--- config.mk ---
export PLATFORM = sky130hd
export DESIGN_NAME = fetch_unit
export DESIGN_NICKNAME = d
export VERILOG_FILES = /design/src/rtl/fetch_pkg.sv /design/src/rtl/fetch_pc_reg.sv /design/src/rtl/fetch_unit.sv
export SDC_FILE = /design/constraint.sdc
export NUM_CORES = 1
export LEC_CHECK = 0
export ABC_AREA = 1
export BUFFER_PORTS_ARGS = -buffer_cell sky130_fd_sc_hd__buf_2
export CAP_MARGIN = 20
export CORE_AREA = 2 2 162 164
export CTS_CLUSTER_SIZE = 12
export DETAILED_ROUTE_END_ITERATION = 10
export DIE_AREA = 0 0 164 166
export PLACE_DENSITY = 0.64
export SLEW_MARGIN = 20
export SYNTH_ARGS = -nofsm -noshare
export SYNTH_HDL_FRONTEND = slang
export SYNTH_SLANG_ARGS = --single-unit
export TNS_END_PERCENT = 20
--- constraint.sdc ---
create_clock -name clock -period 6.18 [get_ports clock]
set_clock_uncertainty 0.05 [all_clocks]
set_input_delay 0.927 -clock clock [delete_from_list [all_inputs] [get_ports clock]]
set_output_delay 0.927 -clock clock [all_outputs]
set_load 0.02 [all_outputs]
--- src/rtl/fetch_pkg.sv ---
// fetch_pkg: shared state encoding and PC constants for the fetch unit.
// HALT exists only when FETCH_ALIGN_CHECK_EN is defined.
package fetch_pkg;
    localparam logic [31:0] PC_INCR          = 32'd4;
    localparam logic [31:0] DEFAULT_RESET_PC = 32'h0000_0000;
`ifdef FETCH_ALIGN_CHECK_EN
    typedef enum logic [2:0] {
        IDLE  = 3'd0,
        FETCH = 3'd1,
        DRAIN = 3'd2,
        HOLD  = 3'd3,
        HALT  = 3'd4
    } state_e;
`else
    typedef enum logic [2:0] {
        IDLE  = 3'd0,
        FETCH = 3'd1,
        DRAIN = 3'd2,
        HOLD  = 3'd3
    } state_e;
`endif
endpackage

--- src/rtl/fetch_pc_reg.sv ---
// fetch_pc_reg: program counter with async reset; redirect takes priority over increment.
module fetch_pc_reg
    import fetch_pkg::*;
#(
    parameter logic [31:0] RESET_PC = DEFAULT_RESET_PC
) (
    input  logic        clock,
    input  logic        reset,
    input  logic        i_incr,
    input  logic        i_redirect,
    input  logic [31:0] i_target,
    output logic [31:0] o_pc
);
    logic [31:0] r_pc;

    always_ff @(posedge clock or posedge reset) begin
        if (reset) r_pc <= RESET_PC;
        else if (i_redirect) r_pc <= i_target;
        else if (i_incr) r_pc <= r_pc + PC_INCR;
    end

    assign o_pc = r_pc;
endmodule

--- src/rtl/fetch_unit.sv ---
// fetch_unit: single-outstanding-request instruction fetch with redirect and drain handling.
// Optional misaligned-redirect trap enabled by defining FETCH_ALIGN_CHECK_EN.
module fetch_unit
    import fetch_pkg::*;
#(
    parameter logic [31:0] RESET_PC = DEFAULT_RESET_PC
) (
    input  logic        clock,
    input  logic        reset,
    output logic        imem_req,
    output logic [31:0] imem_addr,
    input  logic        imem_ack,
    input  logic [31:0] imem_rdata,
    input  logic        redirect_valid,
    input  logic [31:0] redirect_pc,
    output logic        if_valid,
    input  logic        if_ready,
    output logic [31:0] if_instr,
    output logic [31:0] if_pc,
    output logic [31:0] if_pc4,
    output logic [31:0] fetch_count,
    output logic        misalign_err
);
    state_e      r_state, w_next;
    logic [31:0] w_pc, w_target, r_drain_addr;
    logic        w_active, w_misalign, w_redir, w_capture, w_accept;
    logic        r_if_valid;
    logic [31:0] r_if_instr, r_if_pc, r_if_pc4, r_fetch_count;

    assign w_active = r_state == FETCH || r_state == DRAIN || r_state == HOLD;
`ifdef FETCH_ALIGN_CHECK_EN
    assign w_target   = redirect_pc;
    assign w_misalign = w_active && redirect_valid && |redirect_pc[1:0];
`else
    assign w_target   = redirect_pc & ~32'h3;
    assign w_misalign = 1'b0;
`endif
    assign w_redir   = w_active && redirect_valid && !w_misalign;
    assign w_capture = r_state == FETCH && imem_ack && !redirect_valid;
    assign w_accept  = r_state == HOLD && if_ready && !redirect_valid;

    fetch_pc_reg #(.RESET_PC(RESET_PC)) u_pc (
        .clock      (clock),
        .reset      (reset),
        .i_incr     (w_capture),
        .i_redirect (w_redir),
        .i_target   (w_target),
        .o_pc       (w_pc)
    );

    always_comb begin
        w_next = r_state;
        case (r_state)
            IDLE:    w_next = FETCH;
            FETCH:   w_next = imem_ack ? (redirect_valid ? FETCH : HOLD) : (redirect_valid ? DRAIN : FETCH);
            DRAIN:   w_next = imem_ack ? FETCH : DRAIN;
            HOLD:    w_next = (redirect_valid || if_ready) ? FETCH : HOLD;
            default: w_next = r_state;
        endcase
`ifdef FETCH_ALIGN_CHECK_EN
        if (w_misalign) w_next = HALT;
`endif
    end

    // r_drain_addr remembers the address of the abandoned request so DRAIN keeps it stable
    always_ff @(posedge clock or posedge reset) begin
        if (reset) begin
            r_state       <= IDLE;
            r_drain_addr  <= '0;
            r_if_valid    <= 1'b0;
            r_if_instr    <= '0;
            r_if_pc       <= '0;
            r_if_pc4      <= '0;
            r_fetch_count <= '0;
        end else begin
            r_state <= w_next;
            if (r_state == FETCH) r_drain_addr <= w_pc;
            if (w_capture) begin
                r_if_valid <= 1'b1;
                r_if_instr <= imem_rdata;
                r_if_pc    <= w_pc;
                r_if_pc4   <= w_pc + PC_INCR;
            end else if (r_state == HOLD && (redirect_valid || if_ready)) begin
                r_if_valid <= 1'b0;
            end
            if (w_accept) r_fetch_count <= r_fetch_count + 32'd1;
            if (w_misalign) r_if_valid <= 1'b0;
        end
    end

`ifdef FETCH_ALIGN_CHECK_EN
    logic r_misalign_err;
    always_ff @(posedge clock or posedge reset) begin
        if (reset) r_misalign_err <= 1'b0;
        else if (w_misalign) r_misalign_err <= 1'b1;
    end
    assign misalign_err = r_misalign_err;
`else
    assign misalign_err = 1'b0;
`endif

    assign imem_req    = r_state == FETCH || r_state == DRAIN;
    assign imem_addr   = r_state == DRAIN ? r_drain_addr : w_pc;
    assign if_valid    = r_if_valid;
    assign if_instr    = r_if_instr;
    assign if_pc       = r_if_pc;
    assign if_pc4      = r_if_pc4;
    assign fetch_count = r_fetch_count;
endmodule
==> impl_metrics.py, run 1 <==
metrics = {
    "yosys": {
        "synth_area_leaders": "dfrtp_1 (53%), nand2_1 (20%), o21ai_0 (6.8%)",
        "syn-instance-count": 1128,
        "syn_area_per_cell_sq_um": 7.80,
        "synth_common_cells": "nand2_1 (472), dfrtp_1 (187), o21ai_0 (120), inv_1 (100), nor2_1 (71)",
        "synth_top_cell_area_share": 0.532,
        "synth_area_leader_cell": "dfrtp_1",
        "yosysSeqAreaShare": 0.532,
        "yosysMostFrequentCell": "nand2_1",
        "synth-edff-count": 0,
        "synth-seq-cells": 187,
        "synth_area_sq_um": 8800,
        "synth_warnings": 0,
        "synthArstFlopShare": 1.00,
        "synth_cell_type_count": 31,
        "ys.flop_type": "dfrtp_1",
    },
    "floorplanning": {
        "chipHeight_microns": 166,
        "fp.dieW_microns": 164,
        "core_sq_um": 25600,
        "io_pins": 232,
        "start_util": 0.343,
        "rows": 59,
        "die_area_sq_um": 27200,
    },
    "global_routing": {
        "track_usage": 0.183,
        "grt_overflow": 0,
        "grt_max_degree": 75,
        "grt_pass1_wl_microns": 39500,
        "antenna_found_initial": 3,
        "grt_pass1_vias": 7430,
    },
    "timing": {
        "maxSlewViolCount": 0,
        "max_freq_mhz": 334,
        "hold_viol": 0,
        "rsz0062_at_grt": "no",
        "slew_headroom": 0.296,
        "post-route-min-period_ns": 3.00,
        "post-route-period-util": 0.485,
        "worstMarginPinSlew_ns": 1.05,
        "finalSetupViolations": 0,
        "fin_tns_setup_ns": 0,
    },
    "setup_path": {
        "cp-end-kind": "output pin",
        "arrival_ns": 2.02,
        "worst_ep_required_time_ns": 5.20,
        "crit_path_start_kind": "flip-flop",
        "cp_max_fo": 61,
        "crit_type": "reg2out",
        "r2r_cells": 7,
    },
    "placed_design": {
        "globalplace.congestion": 0.855,
        "dp_hpwl_microns": 17900,
        "port-buffer-count": 222,
        "placed_cells": 1651,
    },
    "power_and_ir_drop": {
        "vdd_ir_drop_max_uv": 223,
        "p_per_area_nw_per_um2": 492,
        "p_leak_nw": 5.74,
        "clockPowerShare": 0.214,
        "p_switching_mw": 2.41,
        "p_int_mw": 2.92,
        "swShare": 0.452,
        "share_comb_of_total_power": 0.406,
        "pwr-share-seq": 0.381,
        "finalPower_mw": 5.33,
    },
    "clock_network": {
        "cts_max_level": 4,
        "clock-root-buffer": "clkbuf_16",
        "worst_skew_pair.late_latency_ns": 0.44,
        "cts_setup_buffers": 0,
        "postCtsResizedCells": 0,
        "clkTransAtPathRegs_ns": 0.08,
        "tritoncts": "yes",
        "numCtsBuffers": 17,
        "clk_path_buf_depth": 2,
        "hold_buffers": 0,
        "cts.sinks": 187,
    },
    "worst_hold_path": {
        "min_path_cells": 2,
        "hp-class": "reg2reg",
    },
    "drt": {
        "vias_per_cell": 4.60,
        "ant_nets": 0,
        "dr.pass1.iters": 5,
        "wl_microns": 24600,
        "wl_per_cell_microns": 14.6,
        "drt_iter0_markers": 516,
        "num_vias": 7758,
        "drc": 0,
    },
    "finish": {
        "area_growth_syn_to_layout_pct": 23.0,
        "nNetsFinal": 1411,
        "drive_gt1_frac": 0.211,
        "instances_no_fill": 1685,
        "nFillCells": 2658,
    },
    "job": {
        "maxCapViolCount": 0,
    },
    "status": {
        "status": "complete, no violations",
    },
}
kinds of logic (layout without fill, tap and decap cells):
family | count (synthesis) | count (layout) | share of synthesized area
buffers and inverters | 151 | 365 | 0.0702
other | 1 | 9 | 0.000426
DFF | 187 | 187 | 0.532
xor gates and xnor gates | 20 | 20 | 0.0199
adders and majority gates | 7 | 7 | 0.00995
AOI/OAI and AO/OA | 143 | 143 | 0.0852
and+or+nand+nor | 619 | 619 | 0.282
cell usage in the layout (no fill, tap or decap), drive strengths merged:
master | Yosys | final
and2 | 1 | 1
conb | 1 | 7
inv | 105 | 111
clkinv | 1 | 10
clkbuf | 23 | 17
a21oi | 8 | 8
o221a | 1 | 1
xor2 | 12 | 12
nand4 | 7 | 7
nand3b | 3 | 3
or2 | 1 | 1
diode | 0 | 2
dfrtp | 187 | 187
o211ai | 9 | 9
xnor2 | 8 | 8
o21ai | 122 | 122
nor3 | 2 | 2
nand2 | 475 | 475
buf | 22 | 227
nor2 | 82 | 82
o22ai | 2 | 2
ha | 7 | 7
o21bai | 1 | 1
nand3 | 48 | 48
through the flow:
| stage | cell area [sq um] | hold slack, ns | worst slack, ns | util |
|---|---|---|---|---|
| finish | 10800 | 0.426 | 3.18 | 0.423 |
| floorplan | 8820 | 0.403 | 0.118 | - |
| CTS | 10800 | 0.428 | 2.74 | 0.422 |
| global placement | 10200 | 0.407 | 2.79 | 0.398 |
| detailed placement | 10200 | 0.407 | 2.73 | 0.398 |
| global route | 10800 | 0.449 | 3.01 | 0.422 |
per-layer routing:
layer	global-route usage	vias to the layer above	wire length, microns	part of all wire
met3	0.0557	20	1730	0.070
met1	0.244	3604	11100	0.45
met2	0.294	217	11400	0.47
met4	0.0431	2	321	0.013
met5	0	-	13	0.00053
li1	-	3915	-	-
path summary, 6_finish.rpt:
check | from | slack, ns | endpoint
setup / recovery | r_state[0] | 3.18 | imem_addr[19]
hold / removal | if_valid | 0.43 | if_valid
setup reg to reg | r_state[1] | 3.37 | u_pc.o_pc[4]
hold reg to reg | if_valid | 0.43 | if_valid
max in group asynchronous | reset | 4.32 | fetch_count[22]
min in group asynchronous | reset | 0.50 | if_pc[25]
power groups by stage:
stage	logic (mW)	registers (mW)	clock network, mW
after floorplan	1.09	2.34	0
after global placement	2.15	2.03	0
after detailed placement	2.18	2.04	0
after CTS	2.19	2.02	1.16
after global routing	2.41	2.09	1.22
final	2.16	2.03	1.14
sequential cells by signal, summed over array words and instances (netlist names):
signal,cells
fetch_count,32
if_instr,32
if_pc,30
if_pc4,30
if_valid,1
r_drain_addr,30
r_state,2
u_pc.o_pc,30
cell type report:
type	instances	area [sq um]	area share
Sequential cell	187	4680	0.432
Multi-Input combinational cell	796	3550	0.328
Timing Repair Buffer	227	1150	0.106
Clock buffer	17	425	0.0393
Tap cell	335	419	0.0387
Inverter	106	405	0.0375
Clock inverter	15	194	0.0179
Antenna cell	2	5.00	0.000462
critical path: stages, from the launching register on:
cell and delay, ns:
dfrtp_1 0.41, inv_1 0.14, ha_4 0.57, o21ai_0 0.25
buf_2 0.21
No activity file was read; power rests on OpenSTA's default activity.
==> inputs of run 2 (changes only) <==
Settings changed: ABC_AREA 1 to 0, CORE_AREA 2 2 162 164 to 2 2 160 162, DIE_AREA 0 0 164 166 to 0 0 162 164.
Clock period 6.18 ns to 2.6 ns, I/O delays scaled along.
==> impl_metrics.py, run 2 <==
metrics = {
    "yosys": {
        "synth_area_leader_cell": "dfrtp_1",
        "syn_area_per_cell_sq_um": 10.2,
        "synth_area_sq_um": 8540,
        "synth_compound_area_frac": 0.0664,
        "synth_cell_type_count": 47,
        "synth_top_cell_area_share": 0.548,
        "synthArstFlopShare": 1.00,
        "synth-seq-cells": 187,
        "yosysMostFrequentCell": "nand2_1",
        "synth_top_family_by_area": "simple AND/OR/NAND/NOR gates",
        "synth_common_cells": "nand2_1 (243), dfrtp_1 (187), mux2_2 (59), o21ai_0 (47), xnor2_1 (32)",
        "yosysSeqAreaShare": 0.548,
        "synth-edff-count": 0,
        "syn-instance-count": 835,
        "synth_mux_area_frac": 0.0790,
        "synth_area_leaders": "dfrtp_1 (55%), nand2_1 (11%), mux2_2 (7.8%)",
        "synth_warnings": 0,
        "synth_xor_area_frac": 0.0595,
        "synthAdderAreaFrac": 0.0103,
        "ys.flop_type": "dfrtp_1",
        "synthSimpleGateAreaFrac": 0.197,
    },
    "finish": {
        "design_area_sq_um": 10700,
        "nNetsFinal": 1120,
        "final_cell_mix": "nand2_1 (243), buf_2 (222), dfrtp_1 (187)",
        "area_growth_syn_to_layout_pct": 24.9,
        "drive_gt1_frac": 0.332,
        "final_common_cell": "nand2_1",
    },
    "power_and_ir_drop": {
        "p_int_mw": 7.61,
        "pwr-share-seq": 0.387,
        "vdd_ir_drop_max_uv": 507,
        "share_comb_of_total_power": 0.404,
        "finalPower_mw": 13.0,
        "p_per_area_nw_per_um2": 1220,
        "p_leak_nw": 5.38,
        "p_switching_mw": 5.42,
        "swShare": 0.416,
        "clockPowerShare": 0.210,
    },
    "floorplanning": {
        "start_util": 0.344,
        "fp.dieW_microns": 162,
        "chipHeight_microns": 164,
        "die_area_sq_um": 26600,
        "core_sq_um": 24800,
        "io_pins": 232,
        "rows": 58,
    },
    "timing": {
        "finalSetupViolations": 0,
        "worstMarginPinSlew_ns": 0.683,
        "maxSlewViolCount": 0,
        "hold_viol": 0,
        "post-route-period-util": 0.930,
        "post-route-min-period_ns": 2.42,
        "max_freq_mhz": 414,
        "rsz0062_at_grt": "no",
        "slew_headroom": 0.544,
    },
    "drt": {
        "drt_iter0_markers": 399,
        "dr.pass1.iters": 5,
        "drc": 0,
        "wl_per_cell_microns": 16.6,
        "wl_microns": 23100,
        "ant_nets": 0,
        "num_vias": 6691,
        "vias_per_cell": 4.82,
    },
    "setup_path": {
        "arrival_ns": 1.98,
        "worst_ep_required_time_ns": 2.16,
        "crit_path_start_kind": "flip-flop",
        "rrSetupSlack_ns": 0.50,
        "crit_type": "reg2out",
        "cp-end-kind": "output pin",
        "r2r-start": "u_pc.o_pc[3]",
        "cp_max_fo": 26,
        "cp-startpoint": "r_state[0]",
    },
    "global_routing": {
        "grt_pass1_wl_microns": 35800,
        "track_usage": 0.173,
        "antenna_found_initial": 3,
        "grt_max_degree": 125,
        "grt_pass1_vias": 6580,
        "grt_overflow": 0,
    },
    "status": {
        "status": "complete, no violations",
    },
    "job": {
        "maxCapViolCount": 0,
    },
    "clock_network": {
        "clk_path_buf_depth": 2,
        "hold_buffers": 0,
        "clkTransAtPathRegs_ns": 0.07,
        "tritoncts": "yes",
        "clock-root-buffer": "clkbuf_16",
        "worst_skew_pair.late_latency_ns": 0.43,
        "cts.sinks": 187,
        "cts_max_level": 4,
        "numCtsBuffers": 17,
    },
    "placed_design": {
        "port-buffer-count": 222,
        "placed_cell_area_sq_um": 10000,
        "dp_hpwl_microns": 16100,
        "globalplace.congestion": 0.750,
    },
    "worst_hold_path": {
        "hp-class": "in2async",
    },
}
==> run 2: cell types whose count changed after synthesis, moves of 14 or more <==
cell     delta
o21ai_0    -73
inv_1      -86
xnor2_1    +24
nand2_1   -229
xor2_1     +14
nand3_1    -21
nor2_1     -53
mux2_2     +59
==> run 2: through the flow <==
step / cells / hold slack [ns] / TNS, ns / setup WS (ns) / utilization
final: 1389 / 0.0131 / 0 / 0.183 / 0.429
after global routing: 1387 / 0.0436 / 0 / 0.0901 / 0.429
after CTS: 1387 / 0.00750 / 0 / 0.0508 / 0.429
after detailed placement: 1355 / 0.408 / 0 / 0.490 / 0.404
after global placement: 1355 / 0.399 / 0 / 0.525 / 0.404
after floorplan: 841 / 0.425 / -46.10 / -0.246 / -
==> run 2: worst max-delay path: stages, from the launching register on <==
cell and delay [ns]:
dfrtp_1 0.42, inv_1 0.10, ha_2 0.19, buf_6 0.27, mux2_2 0.39, buf_2 0.16
==> run 2: final cells by class <==
cell class                 instances  area, sq um
antenna                            2         5.00
clock buffer                      19          453
clock inverter                    13          159
fill                            2427        14200
inverter                          14         56.3
multi-input combinational        582         3570
sequential                       187         4680
tap                              330          413
timing repair buffer             242         1330
==> run 2: power by group through the flow <==
stage	clock network (mW)	logic, mW	registers, mW
floorplan	0	2.80	5.70
global placement	0	5.26	5.04
detailed placement	0	5.33	5.10
CTS	2.81	5.35	5.05
global route	2.93	5.76	5.22
finish	2.73	5.26	5.04
==> run 2: path summary, 6_finish.rpt <==
| check | depth (start not counted) | to |
|---|---|---|
| hold reg to reg | 2 | if_pc[2] |
| setup / recovery | 5 | imem_addr[31] |
| hold / removal | 2 | if_pc[12] |
| setup reg to reg | 7 | u_pc.o_pc[24] |
| max in group asynchronous | 3 | if_pc[5] |
| min in group clock | 3 | if_instr[22] |
==> run 2: cell families (layout without fill, tap and decap cells) <==
family          count (synthesis)  in the layout
xor+xnor                       58             58
flops                         187            187
simple gates                  358            358
mux                            60             60
buf+inv                        72            288
compound gates                 92             92
fa+ha+maj                       7              7
other cells                     1              9
==> run 2: repair_timing <==
item                                    in CTS  in global routing
endpoints found under the setup margin       0                  1
setup buffers                                0                  0
endpoints found under the hold margin        0                  0
resized for setup                            0                  1
==> run 2: metal layers <==
metal  wire length (microns)  vias up  track usage  part of all wire
met3                    1690       15       0.0540             0.073
met1                   10400     3259        0.224              0.45
li1                        -     3209            -                 -
met5                      11        -            0           0.00048
met4                     185        2       0.0382            0.0080
met2                   10800      206        0.285              0.47
==> inputs of run 3 (changes only) <==
Settings changed: CTS_CLUSTER_DIAMETER set to 120, PLACE_DENSITY 0.64 to unset, SKIP_CTS_REPAIR_TIMING set to 1.
==> impl_metrics.py, run 3 (synthesized netlist as in run 2, its figures left out) <==
metrics = {
    "finish": {
        "n_antenna_cell": 0,
        "nNetsFinal": 1124,
        "final_cell_mix": "nand2_1 (243), buf_2 (222), dfrtp_1 (187)",
        "area_growth_syn_to_layout_pct": 24.7,
        "final_common_cell": "nand2_1",
        "nFillCells": 2483,
        "design_area_sq_um": 10600,
        "drive_gt1_frac": 0.334,
    },
    "timing": {
        "finalSetupViolations": 0,
        "maxSlewViolCount": 0,
        "post-route-period-util": 0.947,
        "post-route-min-period_ns": 2.46,
        "hold_viol": 0,
        "slew_headroom": 0.588,
        "worstMarginPinSlew_ns": 0.612,
        "max_freq_mhz": 406,
        "fin_tns_setup_ns": 0,
        "rsz0062_at_grt": "no",
    },
    "setup_path": {
        "r2r_cells": 8,
        "cp_slowest_cell": "dfrtp_1",
        "critPathCapture": "imem_addr[30]",
        "cp-end-kind": "output pin",
        "crit_chain": "inv_1, ha_2, buf_4, mux2_2, buf_2",
        "cp-startpoint": "r_state[0]",
        "arrival_ns": 2.02,
        "critPathTopFamily": "buffers and inverters",
        "crit_path_start_kind": "flip-flop",
        "crit_type": "reg2out",
        "r2r-start": "r_state[1]",
        "crit_buf_inv": 3,
        "max_stage_delay_ns": 0.43,
        "worst_ep_required_time_ns": 2.16,
        "rrSetupSlack_ns": 0.48,
        "cp.depth": 5,
        "cp_max_fo": 22,
        "r2r_end": "u_pc.o_pc[29]",
    },
    "placed_design": {
        "placed_cell_area_sq_um": 10100,
        "dp_hpwl_microns": 16200,
        "globalplace.congestion": 0.780,
        "port-buffer-count": 222,
    },
    "global_routing": {
        "track_usage": 0.173,
        "grt_pass1_wl_microns": 35900,
        "grt_pass1_vias": 6456,
        "grt_max_degree": 105,
        "antenna_found_initial": 1,
        "grt_overflow": 0,
    },
    "clock_network": {
        "clkTransAtPathRegs_ns": 0.07,
        "clk_path_buf_depth": 2,
        "cts.sinks": 187,
        "clock-root-buffer": "clkbuf_16",
        "worst_skew_pair.late_latency_ns": 0.43,
        "numCtsBuffers": 17,
        "cts_max_level": 4,
        "tritoncts": "yes",
    },
    "worst_hold_path": {
        "hp-class": "in2reg",
    },
    "floorplanning": {
        "io_pins": 232,
        "fp.dieW_microns": 162,
        "chipHeight_microns": 164,
        "die_area_sq_um": 26600,
        "core_sq_um": 24800,
        "rows": 58,
        "start_util": 0.344,
    },
    "drt": {
        "drc": 0,
        "wl_microns": 22700,
        "num_vias": 6605,
        "wl_per_cell_microns": 16.3,
        "dr.pass1.iters": 4,
        "vias_per_cell": 4.75,
        "ant_nets": 0,
        "drt_iter0_markers": 408,
    },
    "power_and_ir_drop": {
        "vdd_ir_drop_max_uv": 489,
        "p_leak_nw": 5.38,
        "p_per_area_nw_per_um2": 1210,
    },
    "job": {
        "maxCapViolCount": 0,
    },
    "status": {
        "status": "complete, no violations",
    },
}
run 3: layout make-up:
type	instances	area, sq um	area share
Sequential cell	187	4680	0.440
Clock buffer	17	425	0.0400
Clock inverter	15	151	0.0142
Multi-Input combinational cell	582	3560	0.335
Tap cell	330	413	0.0388
Inverter	14	56.3	0.00529
Timing Repair Buffer	246	1360	0.127
run 3: worst min-delay path by stage:
stage | startpoint | to | slack, ns | depth (start not counted)
global route | imem_rdata[24] | if_instr[24] | 0.08 | 3
detailed placement | if_pc[23] | if_pc[23] | 0.41 | 2
global placement | if_instr[8] | if_instr[8] | 0.40 | 2
floorplan | r_drain_addr[10] | r_drain_addr[10] | 0.42 | 1
finish | imem_rdata[24] | if_instr[24] | 0.10 | 3
CTS | reset | if_pc[19] | -0.06 | 2
run 3: metal layers:
metal	wire (microns)	GRT usage	up-vias	share of wire
li1	-	-	3216	-
met1	10700	0.240	3184	0.47
met3	1480	0.0487	14	0.065
met5	13	0	-	0.00057
met4	165	0.0378	2	0.0073
met2	10400	0.270	189	0.46
run 3: metrics by stage:
stage / total power, mW / setup slack, ns / std cells / hold slack, ns / utilization
final: 12.9 / 0.139 / 1391 / 0.103 / 0.429
after global routing: 13.8 / 0.0356 / 1391 / 0.0841 / 0.429
after CTS: 13.1 / 0.111 / 1390 / -0.0576 / 0.428
after detailed placement: 10.4 / 0.481 / 1358 / 0.406 / 0.405
after global placement: 10.3 / 0.527 / 1358 / 0.404 / 0.405
after floorplan: 8.51 / -0.246 / 841 / 0.425 / -
run 3: tightest hold or removal path: cells and delay by family:
kind                   cells  cell delay (ns)
AND/OR/NAND/NOR            2             0.08
buffers and inverters      1             0.07
run 3: where the power goes:
part	switching, mW	internal, mW
Sequential	0.933	4.09
Clock	1.26	1.36
Combinational	3.23	2.02
